`src/rtl/branch_predictor_pkg.sv`:
```
// Shared Y86 constants for the branch predictor: instruction codes and jump conditions.
// Pure declarations; no timing.
package branch_predictor_pkg;

  localparam logic [3:0] IJXX  = 4'h7;
  localparam logic [3:0] ICALL = 4'h8;

  typedef enum logic [3:0] {
    C_YES = 4'h0,
    C_LE  = 4'h1,
    C_L   = 4'h2,
    C_E   = 4'h3,
    C_NE  = 4'h4,
    C_GE  = 4'h5,
    C_G   = 4'h6
  } jmpFun_t;

  function automatic logic isUncondJump(input logic [3:0] icode, input logic [3:0] ifun);
    return (icode == IJXX) && (ifun == C_YES);
  endfunction

endpackage

```
`src/rtl/branch_predictor_if.sv`:
```
// Fetch lookup and execute resolution signals of the branch predictor.
// master drives fetch/execute inputs; slave is the predictor.
interface branch_predictor_if #(
  parameter int CNT_W = 32
);
  logic [63:0]      f_PC_i;
  logic [3:0]       f_icode_i;
  logic [3:0]       f_ifun_i;
  logic [63:0]      f_valC_i;
  logic [63:0]      f_valP_i;
  logic             f_pred_taken_o;
  logic [63:0]      f_predPC_o;
  logic             upd_valid_i;
  logic [63:0]      E_PC_i;
  logic [3:0]       E_ifun_i;
  logic             e_Cnd_i;
  logic             E_pred_taken_i;
  logic             mispredict_o;
  logic [CNT_W-1:0] branch_count_o;
  logic [CNT_W-1:0] mis_count_o;

  modport master (
    output f_PC_i, f_icode_i, f_ifun_i, f_valC_i, f_valP_i,
    output upd_valid_i, E_PC_i, E_ifun_i, e_Cnd_i, E_pred_taken_i,
    input  f_pred_taken_o, f_predPC_o, mispredict_o, branch_count_o, mis_count_o
  );

  modport slave (
    input  f_PC_i, f_icode_i, f_ifun_i, f_valC_i, f_valP_i,
    input  upd_valid_i, E_PC_i, E_ifun_i, e_Cnd_i, E_pred_taken_i,
    output f_pred_taken_o, f_predPC_o, mispredict_o, branch_count_o, mis_count_o
  );
endinterface

```
`src/rtl/branch_predictor_sat_counter.sv`:
```
// Up/down saturating counter with parameterised async reset value.
// Update visible one cycle after an enabled edge; no backpressure.
module sat_counter #(
  parameter int               WIDTH   = 2,
  parameter logic [WIDTH-1:0] RST_VAL = '0
) (
  input  logic             clk,
  input  logic             rstN,
  input  logic             en,
  input  logic             inc,
  output logic [WIDTH-1:0] cnt
);

  always_ff @(posedge clk or negedge rstN) begin
    if (!rstN) begin
      cnt <= RST_VAL;
    end else if (en) begin
      if (inc) begin
        if (cnt != {WIDTH{1'b1}}) cnt <= cnt + 1'b1;
      end else begin
        if (cnt != '0) cnt <= cnt - 1'b1;
      end
    end
  end

endmodule

```
`src/rtl/branch_predictor.sv`:
```
// Jump predictor: PC-indexed table of saturating counters plus statistics.
// Prediction is combinational (0 cycles); table update visible next cycle; never stalls.
module branch_predictor
  import branch_predictor_pkg::*;
#(
  parameter int ENTRIES  = 16,
  parameter int CTR_BITS = 2,
  parameter int MODE     = 1,
  parameter int CNT_W    = 32
) (
  input  logic         clk_i,
  input  logic         rst_n_i,
  branch_predictor_if.slave bp
);

  localparam int IDX_W = $clog2(ENTRIES);
  localparam logic [CTR_BITS-1:0] CTR_INIT = CTR_BITS'(1 << (CTR_BITS - 1));

  logic [CTR_BITS-1:0] ctr [ENTRIES];
  logic [IDX_W-1:0]    lookIdx;
  logic [IDX_W-1:0]    updIdx;
  logic                tableTaken;
  logic                predTaken;
  logic                tableUpd;
  logic                mispredict;
  logic [CNT_W-1:0]    branchCnt;
  logic [CNT_W-1:0]    misCnt;

  assign lookIdx  = bp.f_PC_i[IDX_W-1:0];
  assign updIdx   = bp.E_PC_i[IDX_W-1:0];
  assign tableUpd = (MODE == 1) && bp.upd_valid_i && (bp.E_ifun_i != C_YES);

  genvar i;
  generate
    for (i = 0; i < ENTRIES; i++) begin : gEntry
      sat_counter #(
        .WIDTH   (CTR_BITS),
        .RST_VAL (CTR_INIT)
      ) uCtr (
        .clk  (clk_i),
        .rstN (rst_n_i),
        .en   (tableUpd && (updIdx == IDX_W'(i))),
        .inc  (bp.e_Cnd_i),
        .cnt  (ctr[i])
      );
    end
  endgenerate

  // Lookup reads the registered counter, so a same-cycle update is not bypassed.
  always_comb begin
    tableTaken = 1'b1;
    if (MODE == 1) tableTaken = ctr[lookIdx][CTR_BITS-1];
  end

  always_comb begin
    predTaken     = 1'b0;
    bp.f_predPC_o = bp.f_valP_i;
    if (bp.f_icode_i == IJXX) begin
      predTaken = isUncondJump(bp.f_icode_i, bp.f_ifun_i) || tableTaken;
      if (predTaken) bp.f_predPC_o = bp.f_valC_i;
    end else if (bp.f_icode_i == ICALL) begin
      bp.f_predPC_o = bp.f_valC_i;
    end
  end

  assign bp.f_pred_taken_o = predTaken;

  assign mispredict = bp.upd_valid_i && (bp.E_ifun_i != C_YES)
                   && (bp.e_Cnd_i != bp.E_pred_taken_i);
  assign bp.mispredict_o = mispredict;

  always_ff @(posedge clk_i or negedge rst_n_i) begin
    if (!rst_n_i) begin
      branchCnt <= '0;
      misCnt    <= '0;
    end else begin
      if (bp.upd_valid_i && (branchCnt != {CNT_W{1'b1}})) branchCnt <= branchCnt + 1'b1;
      if (mispredict && (misCnt != {CNT_W{1'b1}}))        misCnt    <= misCnt + 1'b1;
    end
  end

  assign bp.branch_count_o = branchCnt;
  assign bp.mis_count_o    = misCnt;

endmodule

```
`src/flat_wrapper.sv`:
```
// flat-port wrapper written by rule: the top's interface ports become plain ports
module branch_predictor_flat import branch_predictor_pkg::*;
#(
  parameter int ENTRIES  = 16,
  parameter int CTR_BITS = 2,
  parameter int MODE     = 1,
  parameter int CNT_W    = 32
)
  (clk_i, rst_n_i, bp_f_PC_i, bp_f_icode_i, bp_f_ifun_i, bp_f_valC_i, bp_f_valP_i, bp_upd_valid_i, bp_E_PC_i, bp_E_ifun_i, bp_e_Cnd_i, bp_E_pred_taken_i, bp_f_pred_taken_o, bp_f_predPC_o, bp_mispredict_o, bp_branch_count_o, bp_mis_count_o);
  branch_predictor_if #(.CNT_W(CNT_W)) bp_i ();
  input  logic clk_i;
  input  logic rst_n_i;
  input wire logic [$bits(bp_i.f_PC_i)-1:0] bp_f_PC_i;
  input wire logic [$bits(bp_i.f_icode_i)-1:0] bp_f_icode_i;
  input wire logic [$bits(bp_i.f_ifun_i)-1:0] bp_f_ifun_i;
  input wire logic [$bits(bp_i.f_valC_i)-1:0] bp_f_valC_i;
  input wire logic [$bits(bp_i.f_valP_i)-1:0] bp_f_valP_i;
  input wire logic [$bits(bp_i.upd_valid_i)-1:0] bp_upd_valid_i;
  input wire logic [$bits(bp_i.E_PC_i)-1:0] bp_E_PC_i;
  input wire logic [$bits(bp_i.E_ifun_i)-1:0] bp_E_ifun_i;
  input wire logic [$bits(bp_i.e_Cnd_i)-1:0] bp_e_Cnd_i;
  input wire logic [$bits(bp_i.E_pred_taken_i)-1:0] bp_E_pred_taken_i;
  output wire logic [$bits(bp_i.f_pred_taken_o)-1:0] bp_f_pred_taken_o;
  output wire logic [$bits(bp_i.f_predPC_o)-1:0] bp_f_predPC_o;
  output wire logic [$bits(bp_i.mispredict_o)-1:0] bp_mispredict_o;
  output wire logic [$bits(bp_i.branch_count_o)-1:0] bp_branch_count_o;
  output wire logic [$bits(bp_i.mis_count_o)-1:0] bp_mis_count_o;
  assign bp_i.f_PC_i = bp_f_PC_i;
  assign bp_i.f_icode_i = bp_f_icode_i;
  assign bp_i.f_ifun_i = bp_f_ifun_i;
  assign bp_i.f_valC_i = bp_f_valC_i;
  assign bp_i.f_valP_i = bp_f_valP_i;
  assign bp_i.upd_valid_i = bp_upd_valid_i;
  assign bp_i.E_PC_i = bp_E_PC_i;
  assign bp_i.E_ifun_i = bp_E_ifun_i;
  assign bp_i.e_Cnd_i = bp_e_Cnd_i;
  assign bp_i.E_pred_taken_i = bp_E_pred_taken_i;
  assign bp_f_pred_taken_o = bp_i.f_pred_taken_o;
  assign bp_f_predPC_o = bp_i.f_predPC_o;
  assign bp_mispredict_o = bp_i.mispredict_o;
  assign bp_branch_count_o = bp_i.branch_count_o;
  assign bp_mis_count_o = bp_i.mis_count_o;
  branch_predictor #(.ENTRIES(ENTRIES), .CTR_BITS(CTR_BITS), .MODE(MODE), .CNT_W(CNT_W)) u_core (.clk_i(clk_i), .rst_n_i(rst_n_i), .bp(bp_i));
endmodule
```
`config.mk`:
```
export PLATFORM = sky130hd
export DESIGN_NAME = branch_predictor_flat
export DESIGN_NICKNAME = d
export VERILOG_FILES = /design/src/rtl/branch_predictor_pkg.sv /design/src/rtl/branch_predictor_if.sv /design/src/rtl/branch_predictor_sat_counter.sv /design/src/rtl/branch_predictor.sv /design/src/flat_wrapper.sv
export SDC_FILE = /design/constraint.sdc
export NUM_CORES = 1
export LEC_CHECK = 0
export ABC_CLOCK_PERIOD_IN_PS = 5250
export BUFFER_PORTS_ARGS = -buffer_cell sky130_fd_sc_hd__buf_2
export CORE_AREA = 2 2 156 158
export DETAILED_ROUTE_END_ITERATION = 8
export DIE_AREA = 0 0 158 160
export PLACE_DENSITY = 0.54
export SYNTH_ARGS = -nofsm -noshare
export SYNTH_HDL_FRONTEND = slang
export SYNTH_SLANG_ARGS = --single-unit
```
`constraint.sdc`:
```
create_clock -name clk_i -period 5.25 [get_ports clk_i]
set_input_delay 1.575 -clock clk_i [delete_from_list [all_inputs] [get_ports clk_i]]
set_output_delay 1.575 -clock clk_i [all_outputs]
set_load 0.1 [all_outputs]
```
# Word-level counts from Yosys, hierarchy flattened
# Cells that the tools add are included.
dict set report word_totals {
  in_bits 273
  elab_cells 234
  ff_bits 96
  out_inout_bits 130
}
dict set report classes {
  add_sub_neg 34
  order_cmp 1
  mux 55
  n_eq_ne 52
  reduce_logical 73
  bitwise_logic 1
}
# op n
set ops {}
lappend ops {{64-bit two-way mux} 3}
lappend ops {{2-bit two-way mux} 50}
lappend ops {{32-bit by 1-bit adder with 32-bit output (second input constant)} 2}
lappend ops {{32-bit inequality test (second input constant)} 2}
lappend ops {{2-bit nonzero test} 32}
lappend ops {{3-bit AND reduction} 16}
lappend ops {{4-bit equality test (second input constant)} 9}
lappend ops {{2-bit by 1-bit adder with 2-bit output (second input constant)} 16}
lappend ops {{2-bit by 1-bit inequality test with 1-bit output (second input constant)} 16}
lappend ops {{2-bit inequality test (second input constant)} 16}
lappend ops {{2-bit by 1-bit subtractor with 2-bit output (second input constant)} 16}
lappend ops {{1-bit logical AND} 21}
lappend ops {{4-bit by 3-bit equality test with 1-bit output (second input constant)} 5}
lappend ops {{2-bit binary-select mux with 4-bit select} 1}
lappend ops {{4-bit by 2-bit equality test with 1-bit output (second input constant)} 2}
lappend ops {{4-bit zero test} 2}
lappend ops {{5-bit greater-or-equal comparator (second input constant)} 1}
lappend ops {{4-bit NOT with 5-bit output} 1}
lappend ops {{4-bit by 1-bit equality test with 1-bit output (second input constant)} 1}
lappend ops {{4-bit nonzero test} 1}
lappend ops {{1-bit logical OR} 1}
lappend ops {{1-bit two-way mux} 1}
lappend ops {{1-bit inequality test} 1}

# Depth between registers and ports, before layout
dict set report logic_depth {
  ltp_word 7
  ltp_mapped 7
  mapped_depth_nobuf 6
}

# Modules after synthesis
# From an unflattened synthesis, not the netlist that was laid out.
dict set report unflattened {
  cells_unflattened 527
  hier_area_um2 5705.5
}
# module seq_area_each_um2 area_each_um2 instances cells_each
set modules_own_cells {}
lappend modules_own_cells {branch_predictor 1601.5 4164.0 1 399}
lappend modules_own_cells {sat_counter 51.3 96.3 16 8}

# Least setup slack after synthesis
# Ideal clock, no wire load.
dict set report synth_timing {
  path_type {input to output}
  startpoint {input bp_f_PC_i[2]}
  endpoint {output bp_f_predPC_o[3]}
  path_buffers 1
  arrival_time_ns 3.643
  path_slack_ns 0.032
  cell_stages 6
  path_cell_list {mux4_1 -> a22oi_1 -> o211ai_1 -> a21oi_4 -> buf_6 -> mux2_1}
}
dict set report synth_between {
  elab_chain_len 7
}
# item line_no
set synth_rtl {}
lappend synth_rtl {{start, declared} flat_wrapper.sv:13} ;# input wire logic [$bits(bp_i.f_PC_i)-1:0] bp_f_PC_i;
lappend synth_rtl {{4-bit NOT with 5-bit output (not written as such)} branch_predictor.sv:52} ;# if (MODE == 1) tableTaken = ctr[lookIdx][CTR_BITS-1];
lappend synth_rtl {{2-bit binary-select mux with 4-bit select} branch_predictor.sv:52}
lappend synth_rtl {{2-bit two-way mux (not written as such) (2 in series)} branch_predictor.sv:52}
lappend synth_rtl {{1-bit logical OR} branch_predictor.sv:59} ;# predTaken = isUncondJump(bp.f_icode_i, bp.f_ifun_i) || tableTaken;
lappend synth_rtl {{64-bit two-way mux} branch_predictor.sv:60} ;# if (predTaken) bp.f_predPC_o = bp.f_valC_i;
lappend synth_rtl {{64-bit two-way mux} branch_predictor.sv:58} ;# if (bp.f_icode_i == IJXX) begin
lappend synth_rtl {{end, declared} flat_wrapper.sv:24} ;# output wire logic [$bits(bp_i.f_predPC_o)-1:0] bp_f_predPC_o;
# No other way between the ends. The select of a mux whose other input is x is not followed.

# Worst setup path after layout
dict set report layout_timing {
  startpoint {input bp_f_PC_i[2]}
  endpoint {output bp_f_predPC_o[47]}
}
# Same word-level chain as after synthesis.

==> results_dict.tcl <==
set metrics [dict create \
    portBuffers 282 \
    p_int_mw 1.58 \
    rr_startpoint "u_core.bp.mis_count_o[14]$_DFFE_PN0P_" \
    fin_skew_ns 0.00866 \
    p_seq_share_pct 31.3 \
    switching_power_mw 1.22 \
    numCtsBuffers 9 \
    clk_latency_ns 0.35 \
    dr.first_iter.drc_count 323 \
    ios 403 \
    viasPerCell 4.77 \
    p_comb_share_pct 43.2 \
    start_util_pct 24.0 \
    crit_required_ns 3.68 \
    finalNetCount 1133 \
    seqCellArea_um2 2420 \
    fp.dieArea_um2 25300 \
    clk_pin_slew_worst_paths_ns 0.06 \
    cts_root_buf "clkbuf_16" \
    h-tree-depth 3 \
    antenna_left 0 \
    place.gp.congestion 0.779 \
    ys_seq_area_share_pct 42.4 \
    avgSynthCellArea_um2 10.3 \
    synth_flop_cell "dfrtp_1" \
    multi_input_area_um2 3320 \
    worst-path-max-fanout 5 \
    core_um2 23800 \
    endpoint_kind "output pin" \
    grt_max_degree 48 \
    cts_tree "built" \
    r2r_setup_slack_ns 2.75 \
    synth_area_um2 5720 \
    final_util_pct 38.6 \
    grt_pass1_vias 5362 \
    hp-class "register to register" \
    die_w_um 158 \
    drive_above_1_share_pct 48.0 \
    critPathSlowestCell "mux4_2" \
    p_clk_share_pct 25.5 \
    vias 5696 \
    route.final.wire_length_um 22400 \
    dp_hpwl_um 16800 \
    synth-seq-cells 96 \
    num-fill-cells 2374 \
    startpoint_type "input pin" \
    rsz0062_at_grt "true" \
    slew_violations 0 \
    fin_crit_sh_pct 99.6 \
    cts_sinks 96 \
    arrival_ns 3.65 \
    fin_crit_ns 5.23 \
    path_class "input pin to output pin" \
    fmax_mhz 191 \
    antenna_found_initial 11 \
    syn_inst 556 \
    overflow 0 \
    critPathMostFrequentCell "buf_6" \
    synth_edf_count 0 \
    grt_usage_pct 16.0 \
    synthArstFlopShare_pct 100 \
    die_y_um 160 \
    outcome "completed" \
    total_power_mw 2.80 \
    cp-startpoint "bp_f_PC_i[2]" \
    grt_first_pass_wirelength_um 30400 \
    rows 57 \
    final-hold-violation-count 0 \
    cap_violations 0 \
    min_from "u_core.bp.branch_count_o[15]$_DFFE_PN0P_" \
    slowest_delay_ns 0.53 \
    r2r_cells 5 \
    firstDrtPassIters 6 \
    synth_cell_type_count 53 \
    p_sw_share_pct 43.6 \
    wl_per_cell_um 18.8 \
    power.leakage_nw 4.44 \
    cp_cell_sequence "buf_4 -> mux4_2 -> a22oi_2 -> o211ai_1 -> a21oi_4 -> buf_6 -> clkbuf_16 -> mux2_2 -> buf_6" \
    max_slew.worst_pin.slew_ns 1.17 \
    yosysWarnings 0 \
    critPathCapture "bp_f_predPC_o[47]" \
    areaGrowthSynthToFinish_pct 61.1 \
    synth_fp_nets 831 \
    r2r-end "u_core.bp.mis_count_o[17]$_DFFE_PN0P_" \
    finalSetupViolCount 0 \
    max_slew_margin_pct 21.9 \
    drc 0 \
    power.density_nw_per_um2 304 \
    cts_buffer_depth 2 \
    vdd_drop_max_v 0.000371 \
]
-- layer usage --
layer	up-vias	wire length [um]	GRT usage, %
li1	2682	-	-
met1	2756	9540	20.3
met2	225	10500	26.6
met3	31	1830	3.69
met4	2	563	5.12
met5	-	11	0
-- what timing repair did --
| item | in CTS | in global routing |
|---|---|---|
| gates resized for setup | 82 | 113 |
| endpoints found under the setup margin | 64 | 64 |
| cloned | 1 | 8 |
| setup buffers | 2 | 2 |
| pin swaps | 1 | 0 |
| hold buffers | 0 | 0 |
-- flip-flops by register name (all words and copies together), names as in the netlist --
name	cells
u_core.bp.branch_count_o	32
u_core.bp.mis_count_o	32
u_core.gEntry.uCtr.cnt	32
-- placed cells by master, fill, tap and decap left out, types with 7 or more instances in the layout --
cell type,netlist,final
buf_4,2,11
inv_1,7,7
clkbuf_16,0,15
and3_1,14,14
nand3_1,26,26
xor2_1,26,26
a21oi_1,21,21
dfstp_2,16,16
xnor2_1,35,35
mux2_4,0,41
o21ai_0,36,36
buf_12,0,62
buf_2,0,215
nand2_1,43,43
a221o_1,7,7
nor3b_1,9,9
nor2_1,35,35
nor3_1,16,16
buf_6,4,8
and2_1,7,7
a31oi_1,7,7
and4_1,9,9
mux2_2,60,25
nand4_1,22,22
dfrtp_1,80,80
-- critical path: cells and delay by family --
| kind | cells | cell delay, ns |
|---|---|---|
| mux | 2 | 0.87 |
| buf+inv | 4 | 0.66 |
| compound gates | 3 | 0.54 |
-- cells in the mapped netlist (3+ instances only) --
| cell | n | area, um2 |
|---|---|---|
| dfrtp_1 | 80 | 2000 |
| mux2_2 | 60 | 676 |
| nand2_1 | 43 | 161 |
| o21ai_0 | 36 | 180 |
| nor2_1 | 35 | 131 |
| xnor2_1 | 35 | 307 |
| nand3_1 | 26 | 130 |
| xor2_1 | 26 | 228 |
| nand4_1 | 22 | 138 |
| a21oi_1 | 21 | 105 |
| dfstp_2 | 16 | 420 |
| nor3_1 | 16 | 80.1 |
| and3_1 | 14 | 87.6 |
| and4_1 | 9 | 78.8 |
| nor3b_1 | 9 | 67.6 |
| a221o_1 | 7 | 70.1 |
| a31oi_1 | 7 | 43.8 |
| and2_1 | 7 | 43.8 |
| clkbuf_1 | 7 | 26.3 |
| inv_1 | 7 | 26.3 |
| mux2_1 | 6 | 67.6 |
| nand2b_1 | 6 | 37.5 |
| nor4_1 | 6 | 37.5 |
| or4_1 | 5 | 37.5 |
| buf_6 | 4 | 45.0 |
| nand3b_1 | 4 | 30.0 |
| nor2b_1 | 4 | 25.0 |
| nor4b_1 | 4 | 35.0 |
| mux4_1 | 3 | 78.8 |
-- per-stage QoR --
| step | cells | TNS [ns] | cell area, um2 | setup WS, ns | hold slack [ns] |
|---|---|---|---|---|---|
| final | 1193 | 0 | 9210 | 0.0203 | 0.483 |
| after global routing | 1193 | -3.89 | 9210 | -0.101 | 0.506 |
| after CTS | 1177 | -1.13 | 8570 | -0.0504 | 0.486 |
| after detailed placement | 1158 | -11.20 | 7970 | -0.237 | 0.476 |
| after global placement | 1158 | -11.76 | 7970 | -0.249 | 0.471 |
| after floorplan | 556 | 0 | 5720 | 0.0322 | 0.469 |
-- area by class of cell --
cell class              instances  share of cell area [%]
multi-input cells             439                    36.1
repair buffers                305                    29.3
flip-flops and latches         96                    26.3
well taps                     324                    4.40
clock buffers                  13                    2.72
clock inverters                 3                   0.707
inverters                       7                   0.285
diodes                          6                   0.163
-- power by group through the flow --
stage / registers, mW / clock network [mW] / logic (mW)
after global routing: 0.888 / 0.768 / 1.25
after global placement: 0.885 / 0 / 1.09
after floorplan: 1.22 / 0 / 0.458
after CTS: 0.875 / 0.729 / 1.13
after detailed placement: 0.887 / 0 / 1.09
final: 0.876 / 0.715 / 1.21
-- cells by family (layout without fill, tap and decap cells) --
| logic type | count (synthesis) | in the layout | synth area share [%] |
|---|---|---|---|
| simple gates | 215 | 215 | 20.4 |
| flops | 96 | 96 | 42.4 |
| compound gates | 89 | 89 | 10.2 |
| mux | 72 | 72 | 15.1 |
| xor+xnor | 61 | 61 | 9.35 |
| buf+inv | 21 | 328 | 2.04 |
| fa+ha+maj | 2 | 2 | 0.438 |
| other cells | 0 | 6 | 0 |
-- worst min path at each step --
stage	cells after the start	slack (ns)	end
2_1_floorplan	2	0.47	u_core.gEntry[13].uCtr.cnt[1]$_DFFE_PN1P_
3_3_place_gp	1	0.47	u_core.bp.branch_count_o[15]$_DFFE_PN0P_
3_5_place_dp	1	0.48	u_core.bp.mis_count_o[24]$_DFFE_PN0P_
4_1_cts	1	0.49	u_core.bp.branch_count_o[15]$_DFFE_PN0P_
5_1_grt	1	0.51	u_core.bp.mis_count_o[27]$_DFFE_PN0P_
6_report	1	0.48	u_core.bp.branch_count_o[15]$_DFFE_PN0P_
Note: power is estimated with default switching activity, not from simulation.
